## config.mk

```make
export PLATFORM = sky130hd
export DESIGN_NAME = irq_request_latch
export DESIGN_NICKNAME = d
export VERILOG_FILES = /design/src/rtl/irq_request_latch.sv
export SDC_FILE = /design/constraint.sdc
export NUM_CORES = 1
export LEC_CHECK = 0
export ABC_AREA = 1
export CORE_UTILIZATION = 54
export CTS_BUF_LIST = sky130_fd_sc_hd__clkbuf_2 sky130_fd_sc_hd__clkbuf_4 sky130_fd_sc_hd__clkbuf_8
export DETAILED_ROUTE_END_ITERATION = 10
export MAX_ROUTING_LAYER = met4
export PLACE_DENSITY_LB_ADDON = 0.1
export SLEW_MARGIN = 20
export SYNTH_ARGS = -nofsm -noshare
export SYNTH_HDL_FRONTEND = slang
export SYNTH_SLANG_ARGS = --single-unit
```

## constraint.sdc

```tcl
create_clock -name clk -period 2 [get_ports clk]
set_clock_uncertainty 0.15 [all_clocks]
set_input_delay 0.3 -clock clk [delete_from_list [all_inputs] [get_ports clk]]
set_output_delay 0.3 -clock clk [all_outputs]
set_load 0.01 [all_outputs]
```

## src/rtl/irq_request_latch.sv

```systemverilog
`default_nettype none
// ============================================================================
// Module      : irq_request_latch
// Description : Interrupt front end. Each of the 8 async request lines goes
//               through an input capture flop and a SYNC_STAGES-deep
//               synchroniser. Rising edges are latched into raw_pending and
//               masked by a per-line enable. The masked vector and a valid
//               strobe go to the priority encoder. A claim handshake
//               (ack + id, then eoi) runs with the consumer.
//               Optional feature: define IRQ_LEVEL_MODE_EN for level-sensitive
//               requests (raw_pending follows the synchronised lines, and ack
//               does not clear them).
// Revision    : 1.0 - initial release
// ============================================================================
module irq_request_latch #(
  parameter int         SYNC_STAGES = 2,      // legal 2..4
  parameter logic [7:0] EN_RESET    = 8'h00
) (
  input  logic       clk,
  input  logic       rst_n,
  input  logic [7:0] irq_in,
  input  logic       en_wr,
  input  logic [7:0] en_wdata,
  output logic [7:0] irq_en,
  output logic [7:0] pending,
  output logic       irq_valid,
  input  logic       ack,
  input  logic [2:0] ack_id,
  input  logic       eoi,
  output logic       in_service,
  output logic [2:0] service_id
);

  localparam logic [1:0] ST_IDLE    = 2'd0;
  localparam logic [1:0] ST_ASSERT  = 2'd1;
  localparam logic [1:0] ST_SERVICE = 2'd2;

  logic [1:0]                  state;
  logic [1:0]                  state_nxt;
  logic [SYNC_STAGES:0][7:0]   sync_chain;
  logic [7:0]                  sync_out;
  logic [7:0]                  raw_pending;
  logic                        claim;

  // Element 0 is the capture flop; the last element is the synchronised line.
  assign sync_out = sync_chain[SYNC_STAGES];

  // A claim is only honoured while the request is being presented.
  assign claim = (state == ST_ASSERT) && ack;

  // Capture and synchronise the request lines.
  always_ff @(posedge clk or negedge rst_n) begin
    if (!rst_n) begin
      sync_chain <= '0;
    end else begin
      sync_chain <= {sync_chain[SYNC_STAGES-1:0], irq_in};
    end
  end

`ifdef IRQ_LEVEL_MODE_EN
  // Level mode: pending mirrors the synchronised lines; the source must deassert.
  always_ff @(posedge clk or negedge rst_n) begin
    if (!rst_n) begin
      raw_pending <= '0;
    end else begin
      raw_pending <= sync_out;
    end
  end
`else
  logic [7:0] hist;
  logic [7:0] rise;
  logic [7:0] clr_mask;

  // History starts at 0, so a line already high at reset release is an edge.
  assign rise     = sync_out & ~hist;
  assign clr_mask = claim ? (8'h01 << ack_id) : 8'h00;

  // Remember last synchronised value for edge detection.
  always_ff @(posedge clk or negedge rst_n) begin
    if (!rst_n) begin
      hist <= '0;
    end else begin
      hist <= sync_out;
    end
  end

  // Latch rising edges; a new edge on a bit being claimed keeps it pending.
  always_ff @(posedge clk or negedge rst_n) begin
    if (!rst_n) begin
      raw_pending <= '0;
    end else begin
      raw_pending <= (raw_pending & ~clr_mask) | rise;
    end
  end
`endif

  // Enable register; disabled lines keep latching underneath the mask.
  always_ff @(posedge clk or negedge rst_n) begin
    if (!rst_n) begin
      irq_en <= EN_RESET;
    end else if (en_wr) begin
      irq_en <= en_wdata;
    end
  end

  assign pending = raw_pending & irq_en;

  // Capture the claimed id; it holds until the next claim.
  always_ff @(posedge clk or negedge rst_n) begin
    if (!rst_n) begin
      service_id <= '0;
    end else if (claim) begin
      service_id <= ack_id;
    end
  end

  // Handshake state register.
  always_ff @(posedge clk or negedge rst_n) begin
    if (!rst_n) begin
      state <= ST_IDLE;
    end else begin
      state <= state_nxt;
    end
  end

  // Next state: ack outranks both eoi and a withdrawn request.
  always_comb begin
    state_nxt = state;
    case (state)
      ST_IDLE: begin
        if (pending != 8'h00) state_nxt = ST_ASSERT;
      end
      ST_ASSERT: begin
        if (ack)                    state_nxt = ST_SERVICE;
        else if (pending == 8'h00)  state_nxt = ST_IDLE;
      end
      ST_SERVICE: begin
        if (eoi) state_nxt = ST_IDLE;
      end
      default: state_nxt = ST_IDLE;
    endcase
  end

  // Outputs decoded from the state; no nesting while in service.
  always_comb begin
    irq_valid  = 1'b0;
    in_service = 1'b0;
    case (state)
      ST_ASSERT:  irq_valid  = 1'b1;
      ST_SERVICE: in_service = 1'b1;
      default: begin
        irq_valid  = 1'b0;
        in_service = 1'b0;
      end
    endcase
  end

endmodule
`default_nettype wire

```

==> After elaboration in Yosys (flattened, before gate mapping) <==
Cells that the tools add are included.
Widths: inputs -> output; s select.
{ "op_classes": {"addsub": 0, "multipliers": 0, "div_mod_pow": 0, "order_cmp": 0, "eq_ne": 5, "shifts": 1, "mux": 8, "bitwise_logic": 6, "reduce_logical": 5} }
{ "op_table": {"columns": ["op", "n"], "rows": [
  ["$and 8x8->8", 3],
  ["$not 8->8", 2],
  ["$logic_not 8->1", 1],
  ["$mux 2", 4],
  ["$mux 8", 1],
  ["$or 8x8->8", 1],
  ["$reduce_bool 8->1", 1],
  ["$shl 1x3->8 const A", 1],
  ["$pmux 2 s3", 1],
  ["$ne 2x2->1 const B", 2],
  ["$ne 3x2->1 const B", 1],
  ["$reduce_and 3->1", 1],
  ["$eq 2x1->1 const B", 1],
  ["$eq 2x2->1 const B", 1],
  ["$logic_not 2->1", 1],
  ["$mux 1", 2],
  ["$logic_and 1x1->1", 1]
]} }
{ "word_totals": {"ff_bits": 53, "latch_bits": 0, "ram_bits": 0, "mem_bits_ro": 0, "in_bits": 24, "output_inout_bits": 21, "mem_count": 0} }

==> Logic depth before layout (Yosys ltp) <==
{ "logic_depth": {"ltp_word": 6, "ltp_mapped": 6, "ltp_nobuf": 6} }

==> Worst setup path before layout <==
Ideal clock, no wire load.
{ "synth_path": {"path_type": "register -> register", "from": "register state[1]", "to": "register raw_pending[0]", "setup_ns": 0.119, "arrival_ns": 0.964, "required_ns": 1.731, "slack_ns": 0.767, "stages_incl_launch_ff": 6, "n_path_buf": 0, "cell_sequence": "dfrtp_1 > inv_1 > nand3_4 > or2_4 > o21ai_2 > nand2_1"} }
{ "synth_via": {"elab_chain_len": 6} }
{ "synth_lines": {"columns": ["element", "line", "text"], "rows": [
  ["start: declaration", "38", "logic [1:0] state;"],
  ["start signal: assignment", "122", "state <= state_nxt;"],
  ["$eq 2x1->1", "49", "assign claim = (state == ST_ASSERT) && ack;"],
  ["$logic_and 1x1->1", "49", null],
  ["$mux 8", "76", "assign clr_mask = claim ? (8'h01 << ack_id) : 8'h00;"],
  ["$not 8->8", "92", "raw_pending <= (raw_pending & ~clr_mask) | rise;"],
  ["$and 8x8->8", "92", null],
  ["$or 8x8->8", "92", null],
  ["end signal: assignment", "92", null],
  ["end: declaration", "42", "logic [7:0] raw_pending;"]
]} }
No other way between the ends.
A chain may end at the register's enable or synchronous reset.

==> Worst setup path after layout <==
{ "layout_path": {"from": "register irq_en[0]", "to": "output pending[0]"} }
{ "layout_via": {"elab_chain_len": 1} }
{ "layout_lines": {"columns": ["element", "line", "text"], "rows": [
  ["start: declaration", "24", "output logic [7:0] irq_en,"],
  ["start signal: assignment", "102", "irq_en <= en_wdata;"],
  ["$and 8x8->8", "106", "assign pending = raw_pending & irq_en;"],
  ["end: declaration", "25", "output logic [7:0] pending,"]
]} }
No other way between the ends.

==> results by stage <==
Logic synthesis:
- Dividing the synthesized area by the synthesized cell count gives 12.4 sq um.
- Counting distinct cell types in the post-synthesis netlist gives 12.
- The cell count after synthesis is 143.
- Of all cell types, the one taking the most synthesized area is dfrtp_1.
- In this run, synthesis produced a sequential element count of 53.
- During synthesis, Yosys emitted a total of 0 warnings.
- For this run, the register share of the synthesized area comes to 0.746.
- When the netlist entered floorplanning its net count stood at 167.
- The mapped netlist covers 1780 sq um.
- By area the synthesized netlist is led by dfrtp_1, nand2_1, mux2_2.
- The proportion of netlist area held by the largest area contributor is 0.746.

Placement:
- The detailed-placement wirelength estimate is 2360 microns.
- Routability-driven placement finished with a final weighted congestion of 0.864.
- The setup slack at placement is 257 ps.
- The number of cells in the design after placement is 231.
- After detailed placement, the total cell area comes to 2280 sq um.
- The count of port buffers added during placement is 44.

Clock network:
- TritonCTS built the clock tree.
- The H-tree was split into 2 levels.
- The clock insertion delay at the later pin of the skew report is 370 ps.
- The maximum clock path buffer count is 2.
- The clock drives 53 sinks.
- The total clock buffers created by CTS is 5.
- Clock-pin slew was measured on the worst setup and hold paths at 150 ps.
- The tree is rooted in a clkbuf_4.

Timing:
- The total count of hold-check failures in the final report is 0.
- In the final timing run, aggregate negative setup slack is 0 ps.
- The final critical-path share of the clock period is 0.948.
- Static timing analysis puts the maximum clock frequency at 527 MHz.
- The tightest hold margin is 196 ps.
- At the pin with the least slew margin, the transition time is 515 ps.
- The worst pin sits at a relative slew slack of 0.657.
- The number of max-slew violations in the final report is 0.
- Setup slack on the critical path of the routed design comes to 104 ps.
- After layout, the minimum clock period comes to 1900 ps.
- Setup violations remaining at the end of the flow were counted as 0.
- Setup repair after global routing left no endpoint under its margin.

Floorplanning:
- The initial core utilization is 0.577.
- The die span in x is 59.4 microns.
- The floorplan die area is 3520 sq um.
- The number of I/O pins is 45.
- In this run the core area contains 20 standard-cell rows.
- The core region is 3080 sq um.
- The die extent in y is 59.4 microns.

Outcome:
- The flow ran to the end, and the final reports show no timing, DRC or antenna violations.

Hold path:
- The path class of the tightest hold or removal check is in -> reg.

Finish:
- Counting the fill cells in the layout gives 222.
- The share of layout cells above drive strength 1 is 0.127.
- From synthesis to final layout, the design area changed by 33.0%.
- Summing all non-filler instances in the final layout gives an area of 2360 sq um.
- The number of nets at the end of the flow is 220.
- For this run, the share of the core covered by cells in the final layout is 0.767.
- 0 antenna diodes ended up in the layout.
- Leaving out filler cells and counting taps, the final layout contains 241.

Route:
- The overall routed net length is 3140 microns.
- The average routed wire per standard cell is 13.0 microns.
- The count of nets left with antenna violations once routing finished came out at 0.
- The count of vias placed by the detailed router is 1153.
- The first-pass detailed-route iteration total is 4.
- The number of DRC violations after detailed routing is 0.
- The first routing iteration left 59 violations.
- The number of vias per cell after detailed routing is 4.78.

Setup path:
- The worst setup path is captured at an output port.
- The worst endpoint data arrival time is 1450 ps.
- The sort of element at the start of the critical path is a register.
- The path depth of the worst reg2reg path is 6.
- The startpoint of the worst-slack reg-to-reg timing path is state[1].
- The critical path is of the reg -> out type.
- Setup slack on the worst reg-to-reg path comes out at 560 ps.
- The destination of the critical timing path is pending[0].
- The worst setup path startpoint is irq_en[0].
- The endpoint of the most critical register-to-register path is raw_pending[4].
- The largest fanout on the critical path is 3.
- At the worst endpoint, the required time is 1550 ps.

Global route:
- For this run, the total global-route usage over all layers was measured as 0.215.
- The largest net degree at the start of global routing is 33.
- The global route total overflow is 0.
- The first global-routing pass estimated 5130 microns of wire.
- The via count of the first global-routing pass was 1177.
- The number of antenna violations at the first check in global routing came to 0.

Pwr:
- Power comes to 2.26 mW.
- Summed over all cells, the static leakage comes to 1.13 nW.
- The total power per unit cell area is 957 nW/um^2.
- Across the VDD grid, the largest voltage drop is 0.652 mV.

Flow run:
- The number of max-capacitance violations reported is 0.
## worst min path at each step
stage / slack [ps] / start / depth (start not counted) / endpoint
final: 200 / irq_in[1] / 1 / sync_chain[1]
after global routing: 170 / irq_in[1] / 1 / sync_chain[1]
after CTS: 190 / irq_in[1] / 1 / sync_chain[1]
after detailed placement: 150 / rst_n / 1 / irq_en[2]
after global placement: 140 / rst_n / 1 / irq_en[2]
after floorplan: -150 / rst_n / 0 / hist[0]
## kinds of logic (layout without fill, tap and decap cells)
family	Yosys count	in the layout	share of synthesized area
simple gates	44	44	0.106
buf+inv	24	78	0.0514
flops	53	53	0.746
mux	8	8	0.0507
compound gates	14	14	0.0458
## per-layer routing
metal,vias up,GRT usage,share of wire
met5,-,-,0
met4,0,0.0612,0.016
met3,5,0.0590,0.058
met2,42,0.377,0.52
met1,562,0.239,0.41
li1,544,-,-
## where the power goes
group / switching (mW) / internal [mW]
registers: 0.0737 / 1.19
clock network: 0.327 / 0.140
logic: 0.249 / 0.284
## registers in the layout, summed over array words and instances (netlist names)
name / flops
sync_chain: 16
service_id: 3
raw_pending: 8
hist: 8
state: 2
sync_out: 8
irq_en: 8
## final cells by class
type,instances,area [sq um],area share
timing repair buffer,47,474,0.201
clock buffer,5,37.5,0.0159
tap,44,55.1,0.0233
sequential,53,1330,0.561
clock inverter,3,21.3,0.00900
multi-input combinational,66,362,0.153
inverter,23,86.3,0.0365
## layout by cell type (no fill, tap or decap), drive strengths merged
cell and instances:
clkdlybuf4s50 41, clkbuf 5, nor2 6, nand3 2, mux2 8, buf 3, dlygate4sd3 1, inv 24
clkinv 1, nand4 1, dlymetal6s2s 1, clkinvlp 1, or2 1, o21ai 14, dfrtp 53, nand2 34
dlygate4sd2 1
## worst max-delay path: stages, from the launching register on
cell             delay (ps)
dfrtp_1                 390
nand2_1                  80
inv_1                    70
clkdlybuf4s50_1         550
## cell usage after synthesis
cell type and count:
buf_2 1, nand2_1 34, inv_1 23, mux2_2 8, nand4_1 1, dfrtp_1 53, nand3_4 1, o21ai_0 11
nand3_1 1, nor2_1 6, o21ai_2 3, or2_4 1
## what timing repair did
action,4_1_cts,5_1_grt
endpoints found under the setup margin,1,1
resized for setup,2,1
setup buffers,1,0
cloned,0,0
hold buffers,1,0
endpoints found under the hold margin,21,0
Note: power is estimated with default switching activity, not from simulation.
